===== src/rtl/accumulate_pkg.sv =====
// accumulate_pkg: shared definitions for the accumulate stage.
//   state_t   - FSM state encoding (ACCUM collects products, RESULT presents the sum)
//   acc_width - accumulator width that holds ARGN signed ARGW-bit products without overflow
package accumulate_pkg;

    typedef enum logic {
        ACCUM  = 1'b0,
        RESULT = 1'b1
    } state_t;

    function automatic int acc_width(input int argw, input int argn);
        return argw + $clog2(argn);
    endfunction

endpackage


===== src/rtl/saturate.sv =====
// saturate: purely combinational signed clamp from IW bits to OW bits.
//   din  [IW-1:0] - signed input value
//   dout [OW-1:0] - din clamped to [-2^(OW-1), 2^(OW-1)-1]
// When OW >= IW the value always fits and is simply sign-extended.
module saturate #(
    parameter int IW = 35,
    parameter int OW = 32
) (
    input  logic [IW-1:0] din,
    output logic [OW-1:0] dout
);

    generate
        if (OW >= IW) begin : g_extend
            assign dout = OW'($signed(din));
        end else begin : g_clamp
            // Bits above the output sign bit must all match the input sign,
            // otherwise the value lies outside the output range.
            logic [IW-OW:0] upper;
            assign upper = din[IW-1:OW-1];

            always_comb begin
                dout = din[OW-1:0];
                if (upper != '0 && upper != '1) begin
                    dout = din[IW-1] ? {1'b1, {(OW-1){1'b0}}}
                                     : {1'b0, {(OW-1){1'b1}}};
                end
            end
        end
    endgenerate

endmodule


===== src/rtl/accumulate.sv =====
// accumulate: sums groups of ARGN signed products and emits one signed sum
// per group on a valid/ready result channel.
//   clk, rst              - clock, asynchronous active-high reset
//   arg_valid/arg_ready   - product channel handshake
//   arg_data [ARGW-1:0]   - signed product
//   res_valid/res_ready   - result channel handshake
//   res_data [RESW-1:0]   - signed group sum
// Configuration macro ACCUMULATE_SATURATE_EN: when defined, the sum is
// clamped to the signed RESW range; otherwise it wraps (low RESW bits).
module accumulate
    import accumulate_pkg::*;
#(
    parameter int ARGW = 32,
    parameter int ARGN = 8,
    parameter int RESW = 32
) (
    input  logic            clk,
    input  logic            rst,
    input  logic            arg_valid,
    output logic            arg_ready,
    input  logic [ARGW-1:0] arg_data,
    output logic            res_valid,
    input  logic            res_ready,
    output logic [RESW-1:0] res_data
);

    localparam int ACCW = acc_width(ARGW, ARGN);
    localparam int CNTW = $clog2(ARGN);

    state_t          state;
    state_t          state_next;
    logic [ACCW-1:0] acc;
    logic [CNTW-1:0] cnt;
    logic [ACCW-1:0] arg_ext;
    logic [ACCW-1:0] sum;
    logic [RESW-1:0] conv;
    logic            take;
    logic            last;

    assign take    = arg_valid && (state == ACCUM);
    assign last    = (cnt == CNTW'(ARGN - 1));
    assign arg_ext = {{(ACCW-ARGW){arg_data[ARGW-1]}}, arg_data};
    assign sum     = acc + arg_ext;

`ifdef ACCUMULATE_SATURATE_EN
    saturate #(
        .IW(ACCW),
        .OW(RESW)
    ) u_saturate (
        .din (sum),
        .dout(conv)
    );
`else
    generate
        if (RESW >= ACCW) begin : g_wide
            assign conv = RESW'($signed(sum));
        end else begin : g_wrap
            assign conv = sum[RESW-1:0];
        end
    endgenerate
`endif

    // State register
    always_ff @(posedge clk or posedge rst) begin
        if (rst) begin
            state <= ACCUM;
        end else begin
            state <= state_next;
        end
    end

    // Next-state logic
    always_comb begin
        state_next = state;
        case (state)
            ACCUM:   if (take && last) state_next = RESULT;
            RESULT:  if (res_ready)    state_next = ACCUM;
            default: state_next = ACCUM;
        endcase
    end

    // Outputs decoded from registered state only
    always_comb begin
        arg_ready = 1'b0;
        res_valid = 1'b0;
        case (state)
            ACCUM:   arg_ready = 1'b1;
            RESULT:  res_valid = 1'b1;
            default: arg_ready = 1'b1;
        endcase
    end

    // Accumulator, element counter and result register
    always_ff @(posedge clk or posedge rst) begin
        if (rst) begin
            acc      <= '0;
            cnt      <= '0;
            res_data <= '0;
        end else if (take) begin
            if (last) begin
                acc      <= '0;
                cnt      <= '0;
                res_data <= conv;
            end else begin
                acc <= sum;
                cnt <= cnt + CNTW'(1);
            end
        end
    end

endmodule


===== config.mk =====
export PLATFORM = sky130hd
export DESIGN_NAME = accumulate
export DESIGN_NICKNAME = d
export VERILOG_FILES = /design/src/rtl/accumulate_pkg.sv /design/src/rtl/saturate.sv /design/src/rtl/accumulate.sv
export SDC_FILE = /design/constraint.sdc
export NUM_CORES = 1
export LEC_CHECK = 0
export ABC_AREA = 1
export CELL_PAD_IN_SITES_DETAIL_PLACEMENT = 0
export CELL_PAD_IN_SITES_GLOBAL_PLACEMENT = 1
export CORE_UTILIZATION = 39
export CTS_BUF_LIST = sky130_fd_sc_hd__clkbuf_16
export DETAILED_ROUTE_END_ITERATION = 7
export MAX_ROUTING_LAYER = met4
export PLACE_DENSITY_LB_ADDON = 0.1
export SLEW_MARGIN = 20
export SYNTH_ARGS = -nofsm -noshare
export SYNTH_HDL_FRONTEND = slang
export SYNTH_SLANG_ARGS = --single-unit
export TNS_END_PERCENT = 10

===== constraint.sdc =====
create_clock -name clk -period 2.38 [get_ports clk]
set_input_delay 0.476 -clock clk [delete_from_list [all_inputs] [get_ports clk]]
set_output_delay 0.476 -clock clk [all_outputs]
set_load 0.1 [all_outputs]

; ---- After elaboration in Yosys (flattened, before gate mapping)
; Index checks and enable logic that the tools add are counted.
[word_totals]
inputBits = 36
wordCells = 18
out_inout_bits = 34
register_bits = 71
[classes]
n_reduce_logical = 3
bitwise_logic = 1
addsub = 2
eq_ne = 1
muxes = 7
[op_table]
columns = op, n
row1 = 35-bit adder, 1
row2 = 35-bit 2-to-1 mux, 1
row3 = 1-bit 2-to-1 mux, 4
row4 = "3-bit by 1-bit adder with 3-bit output, second input constant", 1
row5 = "3-bit equality test, second input constant", 1
row6 = 3-bit 2-to-1 mux, 1
row7 = 1-bit logical AND, 2
row8 = 1-bit case mux with 2 select lines, 1
row9 = 2-bit AND reduction, 1
row10 = 1-bit NOT, 1

; ---- Logic depth before layout (Yosys ltp)
[depth]
word_depth = 5
ltp_mapped = 14
mapped_depth_nobuf = 14

; ---- Least setup slack after synthesis
; Ideal clock, no wire load.
[synth_path]
path_type = flip-flop to flip-flop
from = register state
to = register state
slack_ns = -0.067
path_buffers = 2
t_required_ns = 2.233
setup_ns = 0.147
stages_incl_launch_ff = 8
t_arrival_ns = 2.300
period_less_slack_ns = 2.447
cell_sequence = dfrtp_1 -> inv_2 -> nand2_2 -> inv_1 -> nand2_1 -> buf_2 -> buf_2 -> o21ai_0
[synth_between]
elab_chain_cells = 5
[synth_lines]
columns = item, line
row1 = "start, declared", accumulate.sv:30  ; state_t state;
row2 = "start signal, assigned", accumulate.sv:68  ; state <= state_next;
row3 = 1-bit NOT, n/a
row4 = 1-bit logical AND, accumulate.sv:40  ; assign take = arg_valid && (state == ACCUM);
row5 = 1-bit logical AND, accumulate.sv:76  ; ACCUM: if (take && last) state_next = RESULT;
row6 = 1-bit 2-to-1 mux, accumulate.sv:76
row7 = 1-bit case mux with 2 select lines *, accumulate.sv:75  ; case (state)
row8 = via state_next, accumulate.sv:31  ; state_t state_next;
; The timed path passes the listed nets; every way through them passes the cells marked *.
; A chain may end at the register's enable or synchronous reset.

; ---- Final worst setup path
[layout_path]
from = input arg_data[1]
to = register acc[27]
[layout_between]
elab_chain_cells = 2
[layout_lines]
columns = item, line
row1 = "start, declared", accumulate.sv:21  ; input logic [ARGW-1:0] arg_data,
row2 = 35-bit adder, accumulate.sv:43  ; assign sum = acc + arg_ext;
row3 = 35-bit 2-to-1 mux, accumulate.sv:100  ; if (last) begin
row4 = "end signal, assigned", accumulate.sv:105  ; acc <= sum;
row5 = "end, declared", accumulate.sv:32  ; logic [ACCW-1:0] acc;
; No other way between the ends.

==> results.txt <==
CTS max path bufs - 2
Vias per cell - 4.70
CTS Sinks - 68
Slew HR - 68.9%
Final worst path period share - 92.2%
CP arrival - 2.42 ns
Final WS setup - 0.185 ns
Most frequent cells after synthesis - nand2_1, inv_1, dfrtp_1, nand3_1, nor2_1
TritonRoute pass-1 iters - 4
Syn Inst Count - 749
Slew Viols, Final - 0
RR Endpoint - acc[16]
Clock Latency Late Sink - 0.35 ns
Max Freq - 456 MHz
FF+latch count, synth - 68
Cts hold-fix bufs - 0
Die width - 114 um
WHS - 0.404 ns
Max_cap viols - 0
Top delay family on crit path - simple AND/OR/NAND/NOR gates
Ant diodes - 0
Worst Clk Skew - 0.00977 ns
CTS H-tree depth - 3
Fill cells - 1,303
Static Leak - 3.69 nW
Grt ovf - 0
Worst Path Buf+Inv - 1
Synth area leaders - dfrtp_1, nand2_1, inv_1
Antenna viol nets, final - 0
DIE HEIGHT - 114 um
RSZ-0062 raised after global routing - false
Mapped cell area - 0.00489 mm^2
Max incr delay on CP - 0.47 ns
Setup crit end - acc[27]
Drt first-iter violations - 189
Initial antenna violation count - 0
GPL Wtd Cong - 0.894
Critical path launch point - arg_data[1]
Synth Flop Type - dfrtp_1
FF+latch area - 0.00170 mm^2
Drt drc - 0
Sw Share - 54.2%
Clk network pwr share - 13.4%
Area Growth Syn to Fin - 30.7%
Clock transition at path regs - 0.06 ns
CTS tree - built
Core footprint - 0.0121 mm^2
Vias post-DR - 4,913
Top cell type by total area after synthesis - dfrtp_1
Root buf cell - clkbuf_16
Setup WS pre-CTS - -0.179 ns
Yosys warns - 0
Synth top area share - 34.8%
Tmin final - 2.20 ns
Sw power - 0.00567 W
Startpoint Class - input port
WS Path Type - in -> reg
Worst vdd ir - 807 uV
EDFF count, synth - 0
Layout cells sized above 1 - 14.0%
Worst slew pin tran - 0.466 ns
Tot GR Track Use - 25.9%
Total CTS buffers - 9
Comb pwr share - 66.9%
Syn avg cell area - 6.53 um^2
Cells along the critical path - clkdlybuf4s50_1 > ha_1 > nand2_1 > a21oi_1 > nand3_1 > nand3_1 > nand2_1 > nand2_1 > nand2_1 > nand3_1 > nand2_1
Net Count, Synth - 819
Final nets - 942
Largest net degree at the start of global routing - 36
Hold Path Class - in -> async
Die area - 0.0130 mm^2
Flop pwr share - 19.6%
Cell internal pwr - 0.00479 W
Setup Viol. Count Final - 0
Multi-input logic area - 0.00269 mm^2
Most instantiated library cell after synthesis - nand2_1
Final Hold Viols - 0
Detail Placement HPWL - 12,000 um
Post-CTS sizing - 0
IO Port Bufs - 69
Critical path depth - 11
Most common cell on crit path - nand2_1
Ys async rst share - 100%
Num rows - 40
Boundary Pins - 70
Worst-path maximum fanout - 3
Crit path required time - 2.61 ns
Reg2reg start - acc[0]
R2R cell count - 10
Library cells used by synthesis - 28
Outcome - complete, no violations
Wire per inst - 14.5 um
Vias in the first global route - 5,043
Starting density of the core - 40.4%
Number of post-CTS setup repair buffers - 0
Global-route wire length before repair - 24,600 um
Sequential cell area fraction in the yosys report - 34.8%
PD cells - 1640 mW/mm^2
Slowest CP cell - clkdlybuf4s50_1
Routed WL - 15,200 um
Reg2Reg Setup Slack - 0.37 ns
CP endpoint kind - flip-flop
state kept, by name, indices dropped and copies added, names as in the netlist:
register and count:
res_data 32, cnt 3, acc 32, state 1
worst reg2reg max path, stage by stage (launching register included):
cell and delay, ns:
dfrtp_1 0.39, ha_1 0.21, fa_1 0.41, nand3_1 0.10, nand3_1 0.12, nand2_1 0.10, nand2_2 0.10, nand2_1 0.07
nand2_1 0.06, xnor2_1 0.24, o21ai_1 0.09
layout by cell type, fill, tap and decap left out, types with 7 or more instances in the layout:
master	synthesis	routed
xnor2_1	13	13
clkbuf_16	0	9
buf_4	1	86
o21ai_0	20	20
o21ai_1	12	12
nand2_2	7	7
inv_1	116	115
nand2_1	325	325
dfrtp_1	68	67
clkdlybuf4s50_1	0	35
nand3_1	57	57
nor2_1	36	36
ha_1	33	33
a21oi_1	21	21
power by group through the flow:
stage	clock network, W	registers (W)	logic, W
after floorplan	0	0.00373	0.00315
after global placement	0	0.00205	0.00695
after detailed placement	0	0.00206	0.00704
after CTS	0.00145	0.00206	0.00706
after global routing	0.00149	0.00211	0.00771
final	0.00140	0.00205	0.00700
per-layer routing:
| metal | share of wire [%] | vias to the layer above | wire length [um] | GRT usage, % |
|---|---|---|---|---|
| met5 | 0 | - | 0 | - |
| met4 | 1.7 | 0 | 261 | 7.79 |
| met3 | 3.4 | 18 | 516 | 4.36 |
| met2 | 52 | 80 | 7930 | 47.6 |
| met1 | 43 | 2254 | 6480 | 28.4 |
| li1 | - | 2561 | - | - |
per-stage QoR:
step / TNS, ns / cells / power, W / area [um^2] / util, %
floorplan: 0 / 749 / 0.00688 / 4890 / -
global placement: -3.09 / 1029 / 0.00899 / 6090 / 50.3
detailed placement: -4.21 / 1029 / 0.00910 / 6090 / 50.3
CTS: 0 / 1045 / 0.0106 / 6390 / 52.8
global route: 0 / 1045 / 0.0113 / 6390 / 52.8
finish: 0 / 1045 / 0.0105 / 6390 / 52.8
how the worst min path moves through the flow:
stage,startpoint,end,slack [ns],cells after the start
floorplan,acc[11],acc[11],0.45,2
global placement,res_data[11],res_data[11],0.46,2
detailed placement,res_data[18],res_data[18],0.47,2
CTS,rst,res_data[0],0.40,2
global route,rst,res_data[0],0.43,2
finish,rst,res_data[0],0.40,2
final cells by class:
class                      count  share of cell area (%)
tap                          168                    3.29
inverter                     119                    6.98
sequential                    68                    26.6
clock inverter                 7                    1.27
clock buffer                   9                    3.52
timing repair buffer         123                    16.2
multi-input combinational    551                    42.1
cells by family after synthesis:
logic type               Yosys count  synth area share (%)
AO/OA/AOI/OAI                     58                  6.22
XOR/XNOR                          16                  2.87
adder cells (fa/ha/maj)           34                  8.85
buffers and inverters            130                  10.2
flip-flops                        68                  34.8
AND/OR/NAND/NOR                  443                  37.1
(Power assumes the default switching activity.)
==> RTL edit 1 (same settings) <==
Set the parameter `ARGW` to 48 (it was 32).
--- a/src/rtl/accumulate.sv
+++ b/src/rtl/accumulate.sv
@@ -10,7 +10,7 @@
 module accumulate
     import accumulate_pkg::*;
 #(
-    parameter int ARGW = 32,
+    parameter int ARGW = 48,
     parameter int ARGN = 8,
     parameter int RESW = 32
 ) (
Ports: changed (resized arg_data); port bits go from 70 to 86. No check against the original RTL was run, so the function may have changed too.
==> RTL edit 1 against the unedited design <==
Routed wire length is 7.8% lower. Utilization fell by 0.44 points. Final area decreased by 0.84%. Sequential share of layout area is 0.23 points higher. Area after synthesis decreased by 0.43%. Setup slack got worse by 0.0030 ns. Critical endpoint is now acc[8]$_DFFE_PP0P_. Power is 2.6% lower. First-iteration DRC count shrank 10%. Sequential cell count stayed put.
==> RTL edit 1: results (changes against the unedited design) <==
[metrics] Nets: 956 (was 942)
[metrics] flop-to-flop setup slack: 0.35 ns (was 0.37 ns)
[metrics] met3 routing resource usage after global routing: 0.0340 (was 0.0436)
[metrics] sequential element share of the synthesized area: 0.349 (was 0.348)
[metrics] Layout Skew: 0.00931 ns (was 0.00977 ns)
[metrics] Synth Area in Adders: 0.0889 (was 0.0885)
[metrics] violation count after the first detailed-route iteration: 170 (was 189)
[metrics] endpoint of the most critical setup path: acc[8]$_DFFE_PP0P_ (was acc[27]$_DFFE_PP0P_)
[metrics] xor/xnor cell area share of the yosys netlist: 0.0270 (was 0.0287)
[metrics] most frequent cells after synthesis: sky130_fd_sc_hd__nand2_1, sky130_fd_sc_hd__inv_1, sky130_fd_sc_hd__dfrtp_1 (unchanged)
[metrics] Comb. pwr: 0.00680 W (was 0.00700 W)
[metrics] share of total power in sequential cells: 0.198 (was 0.196)
[metrics] final estimated routing congestion in global placement: 0.887 (was 0.894)
[metrics] start point of the critical path: arg_data[0] (was arg_data[1])
[metrics] Net Count, Synth: 837 (was 819)
[metrics] final hold slack: 0.479 ns (was 0.404 ns)
[metrics] combined global-route utilization of all metal layers: 0.242 (was 0.259)
[metrics] HPWL after DPL: 10.9 mm (was 12.0 mm)
[metrics] outcome: finished clean (unchanged)
[metrics] Detail Route met3 WL: 453 µm (was 516 µm)
[metrics] delay of the slowest cell on the worst path: 0.40 ns (was 0.47 ns)
[metrics] Power, Total: 0.0102 W (was 0.0105 W)
[metrics] drt total wl: 14.0 mm (was 15.2 mm)
[metrics] number of cells traversed by the worst register-to-register path: 9 (was 10)
[metrics] detailed-route wire length on metal 1: 6.09 mm (was 6.48 mm)
[metrics] leakage power summed over all cells: 3.67 nW (was 3.69 nW)
[metrics] Worst VDD drop: 0.732 mV (was 0.807 mV)
[metrics] met1 demand-to-capacity share in global routing: 0.275 (was 0.284)
[metrics] number of distinct library cells after synthesis: 26 (was 28)
[metrics] GR Layer Usage met2: 0.431 (was 0.476)
[metrics] first-pass GRT wire length: 23.0 mm (was 24.6 mm)
[metrics] most area-consuming cells after synthesis: sky130_fd_sc_hd__dfrtp_1, sky130_fd_sc_hd__nand2_1, sky130_fd_sc_hd__inv_1 (unchanged)
[metrics] class of the tightest hold or removal check: flop to flop (was input port to asynchronous set/reset pin)
[metrics] transition time of the tightest slew-check pin: 0.507 ns (was 0.466 ns)
-- RTL edit 1: final cells by class --
type	instances	area [µm²]
Clock buffer	9	225
Inverter	120	454
Sequential cell	68	1700
Fill cell	1264	5770
Timing Repair Buffer	120	1000
Multi-Input combinational cell	551	2670
Clock inverter	7	73.8
Tap cell	168	210
-- RTL edit 1: worst max-delay path, delay by kind of cell --
family / cells / cell delay [ns]
AO/OA/AOI/OAI: 1 / 0.09
XOR/XNOR: 1 / 0.16
adder cells (fa/ha/maj): 2 / 0.63
buffers and inverters: 2 / 0.57
AND/OR/NAND/NOR: 4 / 0.46
-- RTL edit 1: stage by stage --
step / std cells / worst slack (ns) / area, µm²
after floorplan: 751 / 0.0385 / 4870
after global placement: 1027 / -0.252 / 6030
after detailed placement: 1027 / -0.281 / 6030
after CTS: 1043 / 0.0751 / 6330
after global routing: 1043 / 0.0168 / 6340
final: 1043 / 0.182 / 6340
==> RTL edit 2 (same flow settings) <==
Without the edit above. Make the reset (`rst`) synchronous in 2 clocked blocks. Comments in the files are not updated.
--- a/src/rtl/accumulate.sv
+++ b/src/rtl/accumulate.sv
@@ -61,7 +61,7 @@
 `endif
 
     // State register
-    always_ff @(posedge clk or posedge rst) begin
+    always_ff @(posedge clk) begin
         if (rst) begin
             state <= ACCUM;
         end else begin
@@ -91,7 +91,7 @@
     end
 
     // Accumulator, element counter and result register
-    always_ff @(posedge clk or posedge rst) begin
+    always_ff @(posedge clk) begin
         if (rst) begin
             acc      <= '0;
             cnt      <= '0;
Formal check against the unedited RTL: not equivalent (Yosys sat finds a counterexample within 10 cycles, from zero or initial values and one cycle with rst high; the reset may be asserted at any time).
==> RTL edit 2 against the unedited design <==
Synthesized cell count rose by 8.0%. Highest routed layer unchanged. Sequential share of layout area fell by 5.5 points. Cell count rose by 5.6%. Area after synthesis rose by 2.6%. Global-route usage fell by 1.9 points. Register-to-register slack improved by 0.04 ns. Sequential cell count did not move. Routed wire length fell by 4.4%. Final area rose by 1.1%. Setup slack got worse by 0.0010 ns. Via count rose by 2.5%.
Power is not compared: it rests on default switching activity, and its combinational part moved more than twofold at a synthesized area within 25%.
==> RTL edit 2: results (changes against the unedited design) <==
[metrics] vias in the first global route: 4798 (was 5043)
[metrics] met2 wirelength from detailed routing: 6.25 mm (was 7.93 mm)
[metrics] post-synthesis compound-gate area fraction: 0.126 (was 0.0622)
[metrics] Nets: 997 (was 942)
[metrics] share of flip-flops with an asynchronous set or reset: 0 (was 1.00)
[metrics] Worst EP arrival: 2.44 ns (was 2.42 ns)
[metrics] number of distinct library cells after synthesis: 32 (was 28)
[metrics] xor/xnor cell area share of the yosys netlist: 0.0324 (was 0.0287)
[metrics] met1 demand-to-capacity share in global routing: 0.324 (was 0.284)
[metrics] Net Count, Synth: 879 (was 819)
[metrics] most area-consuming cells after synthesis: sky130_fd_sc_hd__dfxtp_1, sky130_fd_sc_hd__nand2_1, sky130_fd_sc_hd__inv_1 (was sky130_fd_sc_hd__dfrtp_1, sky130_fd_sc_hd__nand2_1, sky130_fd_sc_hd__inv_1)
[metrics] layout cells sized above 1: 0.180 (was 0.140)
[metrics] fin cells: 1104 (was 1045)
[metrics] flop-to-flop setup slack: 0.41 ns (was 0.37 ns)
[metrics] HPWL after DPL: 11.6 mm (was 12.0 mm)
[metrics] worst flop-to-flop path endpoint: res_data[25]$_SDFFE_PP0P_ (was acc[16]$_DFFE_PP0P_)
[metrics] relative slew slack: 0.680 (was 0.689)
[metrics] final hold slack: 0.469 ns (was 0.404 ns)
[metrics] most frequently used flop master after synthesis: sky130_fd_sc_hd__dfxtp_1 (was sky130_fd_sc_hd__dfrtp_1)
[metrics] final estimated routing congestion in global placement: 0.907 (was 0.894)
[metrics] Layout Skew: 0.00758 ns (was 0.00977 ns)
[metrics] drt total wl: 14.5 mm (was 15.2 mm)
[metrics] number of vias per cell: 4.56 (was 4.70)
[metrics] outcome: finished clean (unchanged)
[metrics] combined global-route utilization of all metal layers: 0.239 (was 0.259)
[metrics] first-pass GRT wire length: 23.4 mm (was 24.6 mm)
[metrics] met3 routing resource usage after global routing: 0.0377 (was 0.0436)
[metrics] Post-Synthesis Mean Instance Area: 6.20 µm² (was 6.53 µm²)
[metrics] Synth Area in Adders: 0.0863 (was 0.0885)
-- RTL edit 2: cell type report --
cell class                      instances  share of cell area
Tap cell                              172              0.0333
Sequential cell                        68               0.211
Clock buffer                            9              0.0348
Inverter                              151              0.0877
Timing Repair Buffer                  126               0.160
Multi-Input combinational cell        571               0.465
Clock inverter                          7             0.00890
-- RTL edit 2: worst min-delay path: cells and delay by family (launching register included) --
kind               cells  cell delay, ns
and+or+nand+nor        1            0.06
AOI/OAI and AO/OA      1            0.05
DFF                    1            0.31
-- RTL edit 2: cells by family (layout without fill, tap and decap cells) --
| kind of cell | after synthesis | in the layout |
|---|---|---|
| AO/OA/AOI/OAI | 106 | 106 |
| XOR/XNOR | 16 | 16 |
| adder cells (fa/ha/maj) | 34 | 34 |
| buffers and inverters | 170 | 293 |
| flip-flops | 68 | 68 |
| AND/OR/NAND/NOR | 415 | 415 |
-- RTL edit 2: worst max path at each step --
stage | from | endpoint | slack, ns | cells after the start
final | arg_data[0] | res_data[28]$_SDFFE_PP0P_ | 0.18 | 13
after global routing | arg_data[18] | res_data[28]$_SDFFE_PP0P_ | 0.01 | 13
after CTS | arg_data[0] | res_data[28]$_SDFFE_PP0P_ | 0.19 | 13
after detailed placement | arg_data[0] | res_data[28]$_SDFFE_PP0P_ | -0.17 | 13
after global placement | arg_data[0] | res_data[28]$_SDFFE_PP0P_ | -0.16 | 13
after floorplan | state$_SDFF_PP0_ | res_data[3]$_SDFFE_PP0P_ | 0.36 | 8
-- RTL edit 2: metrics by stage --
stage / worst slack [ns] / cell area (µm²)
6_report: 0.184 / 6460
5_1_grt: 0.0114 / 6460
4_1_cts: 0.189 / 6460
3_5_place_dp: -0.166 / 6180
3_3_place_gp: -0.159 / 6180
2_1_floorplan: 0.358 / 5020
